--- config.mk ---
export PLATFORM = sky130hd
export DESIGN_NAME = if_id_skid_stage
export DESIGN_NICKNAME = d
export VERILOG_FILES = /design/src/rtl/if_id_skid_stage.sv
export SDC_FILE = /design/constraint.sdc
export NUM_CORES = 1
export LEC_CHECK = 0
export ABC_AREA = 0
export BUFFER_PORTS_ARGS = -buffer_cell sky130_fd_sc_hd__buf_2
export CAP_MARGIN = 30
export CORE_MARGIN = 3
export CORE_UTILIZATION = 39
export CTS_CLUSTER_DIAMETER = 50
export CTS_CLUSTER_SIZE = 24
export DETAILED_ROUTE_END_ITERATION = 8
export MAX_ROUTING_LAYER = met4
export PLACE_DENSITY = 0.67
export SETUP_SLACK_MARGIN = 0.2
export SYNTH_ARGS = -nofsm -noshare
export SYNTH_HDL_FRONTEND = slang
export SYNTH_SLANG_ARGS = --single-unit
--- constraint.sdc ---
create_clock -name clk -period 6.3 [get_ports clk]
set_clock_uncertainty 0.15 [all_clocks]
set_input_delay 1.26 -clock clk [delete_from_list [all_inputs] [get_ports clk]]
set_output_delay 1.26 -clock clk [all_outputs]
set_load 0.005 [all_outputs]
--- src/rtl/if_id_skid_stage.sv ---
// IF/ID pipeline register with valid/ready handshake, 2-entry skid buffer and
// per-thread selective flush. Outputs come straight from registered state.
//
// state | meaning
// EMPTY | m_valid=0, s_valid=0: nothing held, ready for a beat
// ONE   | m_valid=1, s_valid=0: main drives ID, skid free
// FULL  | m_valid=1, s_valid=1: both held, in_ready low
module if_id_skid_stage #(
    parameter int PC_W    = 10,
    parameter int TID_W   = 2,
    parameter int INSTR_W = 32
) (
    input  logic                    clk,
    input  logic                    rst,
    input  logic                    in_valid,
    output logic                    in_ready,
    input  logic [PC_W-1:0]         in_pc,
    input  logic [TID_W-1:0]        in_tid,
    input  logic [INSTR_W-1:0]      in_instr,
    output logic                    out_valid,
    input  logic                    out_ready,
    output logic [PC_W-1:0]         out_pc,
    output logic [TID_W-1:0]        out_tid,
    output logic [INSTR_W-1:0]      out_instr,
    input  logic                    flush,
    input  logic [(2**TID_W)-1:0]   flush_mask,
    output logic [1:0]              occupancy
);

    typedef enum logic [1:0] {
        EMPTY = 2'b00,
        ONE   = 2'b01,
        FULL  = 2'b11
    } state_t;

    logic               m_valid, s_valid;
    logic [PC_W-1:0]    m_pc, s_pc;
    logic [TID_W-1:0]   m_tid, s_tid;
    logic [INSTR_W-1:0] m_instr, s_instr;

    logic               nxt_m_valid, nxt_s_valid;
    logic [PC_W-1:0]    nxt_m_pc, nxt_s_pc;
    logic [TID_W-1:0]   nxt_m_tid, nxt_s_tid;
    logic [INSTR_W-1:0] nxt_m_instr, nxt_s_instr;

    logic   accept, deliver;
    logic   m_kill, s_kill, in_kill;
    logic   keep_m, keep_s, keep_i;
    state_t state;

    assign state = state_t'({s_valid, m_valid});

    // State register: valid bits plus the data held in each slot.
    always_ff @(posedge clk) begin
        if (rst) begin
            m_valid <= 1'b0;
            s_valid <= 1'b0;
            m_pc    <= '0;
            m_tid   <= '0;
            m_instr <= '0;
            s_pc    <= '0;
            s_tid   <= '0;
            s_instr <= '0;
        end else begin
            m_valid <= nxt_m_valid;
            s_valid <= nxt_s_valid;
            m_pc    <= nxt_m_pc;
            m_tid   <= nxt_m_tid;
            m_instr <= nxt_m_instr;
            s_pc    <= nxt_s_pc;
            s_tid   <= nxt_s_tid;
            s_instr <= nxt_s_instr;
        end
    end

    assign accept  = in_valid && in_ready;
    assign deliver = m_valid && out_ready;

    assign m_kill  = flush && flush_mask[m_tid];
    assign s_kill  = flush && flush_mask[s_tid];
    assign in_kill = flush && flush_mask[in_tid];

    // Survivors in age order: main, skid, incoming. Accept only happens with
    // skid empty, so at most two survive and they compact toward main.
    assign keep_m = m_valid && !deliver && !m_kill;
    assign keep_s = s_valid && !s_kill;
    assign keep_i = accept && !in_kill;

    // Next-state: data fields keep their old value when a slot empties.
    always_comb begin
        nxt_m_valid = 1'b0;
        nxt_s_valid = 1'b0;
        nxt_m_pc    = m_pc;
        nxt_m_tid   = m_tid;
        nxt_m_instr = m_instr;
        nxt_s_pc    = s_pc;
        nxt_s_tid   = s_tid;
        nxt_s_instr = s_instr;

        if (keep_m) begin
            nxt_m_valid = 1'b1;
            if (keep_s) begin
                nxt_s_valid = 1'b1;
            end else if (keep_i) begin
                nxt_s_valid = 1'b1;
                nxt_s_pc    = in_pc;
                nxt_s_tid   = in_tid;
                nxt_s_instr = in_instr;
            end
        end else if (keep_s) begin
            nxt_m_valid = 1'b1;
            nxt_m_pc    = s_pc;
            nxt_m_tid   = s_tid;
            nxt_m_instr = s_instr;
            if (keep_i) begin
                nxt_s_valid = 1'b1;
                nxt_s_pc    = in_pc;
                nxt_s_tid   = in_tid;
                nxt_s_instr = in_instr;
            end
        end else if (keep_i) begin
            nxt_m_valid = 1'b1;
            nxt_m_pc    = in_pc;
            nxt_m_tid   = in_tid;
            nxt_m_instr = in_instr;
        end
    end

    // Outputs depend only on registered state.
    always_comb begin
        out_valid = 1'b0;
        in_ready  = 1'b1;
        occupancy = 2'd0;
        case (state)
            EMPTY: begin
                out_valid = 1'b0;
                in_ready  = 1'b1;
                occupancy = 2'd0;
            end
            ONE: begin
                out_valid = 1'b1;
                in_ready  = 1'b1;
                occupancy = 2'd1;
            end
            FULL: begin
                out_valid = 1'b1;
                in_ready  = 1'b0;
                occupancy = 2'd2;
            end
            default: begin
                // Unreachable skid-only encoding: stall intake, report the held beat.
                out_valid = 1'b0;
                in_ready  = 1'b0;
                occupancy = 2'd1;
            end
        endcase
    end

    assign out_pc    = m_pc;
    assign out_tid   = m_tid;
    assign out_instr = m_instr;

endmodule

==> run_results.csv <==
group,metric,value,unit
clock_tree,cts_buffer_depth,2,
synthesis,syn_nets,480,
placement,place_ws,2.26,ns
route,postRouteAntennaNets,0,
synthesis,synth_warnings,0,
route,drc_errors,0,
synthesis,async_flop_share,0,%
synthesis,synthCells,424,
timing,slew_violations,0,
power_and_ir_drop,power_density,276,mW/mm²
timing,tightest_slew,0.983,ns
placement,dp.cells,631,
worst_setup_path,r2r_setup_slack,3.17,ns
route,drtIter0Drc,97,
synthesis,avgSynthCellArea,10.8,µm²
grt,grt_pass1_vias,3274,
timing,setup_viol,0,
worst_setup_path,crit_top_cell,"buf_4",
synthesis,yosys.area.top_type,"dfxtp_1",
route,drt-total-wl,9950,µm
power_and_ir_drop,p_int,1110,µW
outcome,status,"finished clean",
timing,fmax,0.272,GHz
power_and_ir_drop,power,1480,µW
clock_tree,cts_setup_buffers,0,
cells_and_area,nNetsFinal,558,
power_and_ir_drop,ir_drop,0.000149,V
synthesis,synthTopCellsByArea,"dfxtp_1, mux2i_1, nand2b_1",
power_and_ir_drop,p_leak,0.00234,µW
worst_setup_path,endpoint_kind,"flip-flop",
synthesis,synth_area,0.00456,mm²
worst_setup_path,startpoint,"in_tid[0]",
clock_tree,cts.hold.buffers_added,0,
route,vias_per_cell,5.09,
clock_tree,cts_resized,0,
placement,port_buffers,100,
die,die_area,0.0130,mm²
cells_and_area,final_cell_mix,"buf_2, mux2i_1, dfxtp_1",
worst_setup_path,worstSetupPathType,"primary input to flip-flop",
route,wl_per_cell,15.4,µm
min_path,hold_class,"flip-flop to flip-flop",
cells_and_area,finalNonFillerCells,647,
cells_and_area,n_fill_cell,1049,
worst_setup_path,r2r-start,"s_valid$_SDFF_PP0_",
power_and_ir_drop,p_seq_share,42.5,%
grt,grt.total_usage,16.2,%
die,die_w,114,µm
power_and_ir_drop,switchingPower,367,µW
synthesis,synth-main-ff-cell,"dfxtp_1",
die,coreArea,0.0111,mm²
clock_tree,cts_inserted_buffers,9,
worst_setup_path,path_cells,"buf_2 > mux2i_1 > nor3b_2 > o31ai_4 > buf_4 > and2_2 > buf_4 > a211oi_1",
cells_and_area,area_growth,17.5,%
clock_tree,clock_sink_count,90,
run,max-cap-violations,0,
clock_tree,clock_latency,0.33,ns
grt,overflow,0,
power_and_ir_drop,combPwrFrac,15.6,%
worst_setup_path,path_max_fanout,45,
worst_setup_path,cp-start-kind,"primary input",
worst_setup_path,worstPathRequired,6.33,ns
timing,min_period,3.67,ns
cells_and_area,multiInputGateArea,0.00249,mm²
die,io_pins,101,
grt,grt_max_degree,73,
clock_tree,ctsHtreeMaxLevel,3,
cells_and_area,seqCellArea,0.00180,mm²
timing,tns,0,ns
die,core.rowCount,38,
power_and_ir_drop,netSwitchingFraction,24.8,%
worst_setup_path,cpPeakStageDelay,0.65,ns
synthesis,synth-seq-area-share,39.5,%
clock_tree,cts_root_buffer,"clkbuf_16",
die,start_util,41.0,%
synthesis,synth-seq-cells,90,
route,first_pass_iters,4,
placement,hpwl,6310,µm
cells_and_area,final_common_cell,"buf_2",
grt,grt_antenna_before_repair,0,
synthesis,synth_top_area_share,39.5,%
synthesis,synth_edf_count,0,
min_path,worstHoldStart,"s_pc[4]$_SDFFE_PP0P_",
route,vias,3291,
timing,slew_headroom,34.5,%
timing,hold_viol_final,0,
timing,fin_ws,2.63,ns
placement,gp_congestion,0.779,
worst_setup_path,crit_slowest_cell,"and2_2",
clock_tree,clk_pin_slew,0.07,ns
die,dieHeight,114,µm
worst_setup_path,arrival,3.71,ns
synthesis,netlist-cell-type-count,29,
grt,grt_pass1_wl,16500,µm
cells_and_area,drive_above_1_share,33.1,%
cells_and_area,diodes,0,
clock_tree,cts_tree,"yes",
timing,fin_crit_sh,58.3,%
timing,rsz0062_at_grt,"no",
power_and_ir_drop,pwr-share-clk,41.8,%
[metal layers]
layer,vias up,routed length [µm],GRT usage (%)
li1,1643,-,-
met1,1565,4530,20.5
met2,70,4820,26.1
met3,13,398,2.22
met4,0,208,6.57
met5,-,0,-
[cells in the mapped netlist (2+ instances only)]
master    number
nand2_1        4
nand2b_1      89
clkbuf_1      20
buf_2          2
mux2i_1       94
or2_2          2
dfxtp_1       90
a211oi_2      40
ha_1           3
a21oi_1       44
buf_6          6
buf_4          5
buf_12         4
inv_1          2
a211oi_1       4
nor2_1         2
[registers in the layout (all words and copies together), names as in the netlist]
name	flops
s_instr	32
out_instr	32
s_valid	1
m_valid	1
s_tid	2
out_tid	2
s_pc	10
out_pc	10
[worst paths after layout]
check	endpoint	depth (start not counted)
setup / recovery	out_instr[8]$_SDFFE_PP0P_	8
hold reg to reg	s_pc[4]$_SDFFE_PP0P_	2
hold / removal	s_pc[4]$_SDFFE_PP0P_	2
setup reg to reg	out_instr[8]$_SDFFE_PP0P_	9
[per-stage QoR]
step                      instance area, µm²  util (%)  hold WS (ns)
after floorplan                         4560         -         0.298
after global placement                  5010      45.1         0.307
after detailed placement                5010      45.1         0.311
after CTS                               5360      48.2         0.324
after global routing                    5360      48.2         0.337
final                                   5360      48.2         0.320
[cells by family (layout without fill, tap and decap cells)]
family / count (synthesis) / in the layout / synth area share [%]
AOI/OAI and AO/OA: 92 / 92 / 18.0
xor gates and xnor gates: 1 / 1 / 0.357
adders and majority gates: 4 / 4 / 1.04
buffers and inverters: 40 / 123 / 6.18
DFF: 90 / 90 / 39.5
muxes: 94 / 94 / 20.6
and+or+nand+nor: 103 / 103 / 14.3
[critical path: cells and delay by family]
family,cells,cell delay (ns)
AND/OR/NAND/NOR,2,0.74
AO/OA/AOI/OAI,2,0.30
multiplexers,1,0.25
buffers and inverters,3,1.13
[power by group through the flow]
stage / sequential (µW) / clock [µW] / combinational [µW]
finish: 629 / 618 / 231
floorplan: 641 / 0 / 157
CTS: 629 / 636 / 235
detailed placement: 641 / 0 / 234
global route: 633 / 661 / 255
global placement: 640 / 0 / 229
[layout make-up]
class                      instances  area share, %
multi-input combinational        294           46.4
sequential                        90           33.6
timing repair buffer             105           10.1
clock buffer                      12           4.60
tap                              140           3.27
clock inverter                     4           1.84
inverter                           2          0.140
Note: power is estimated with default switching activity, not from simulation.
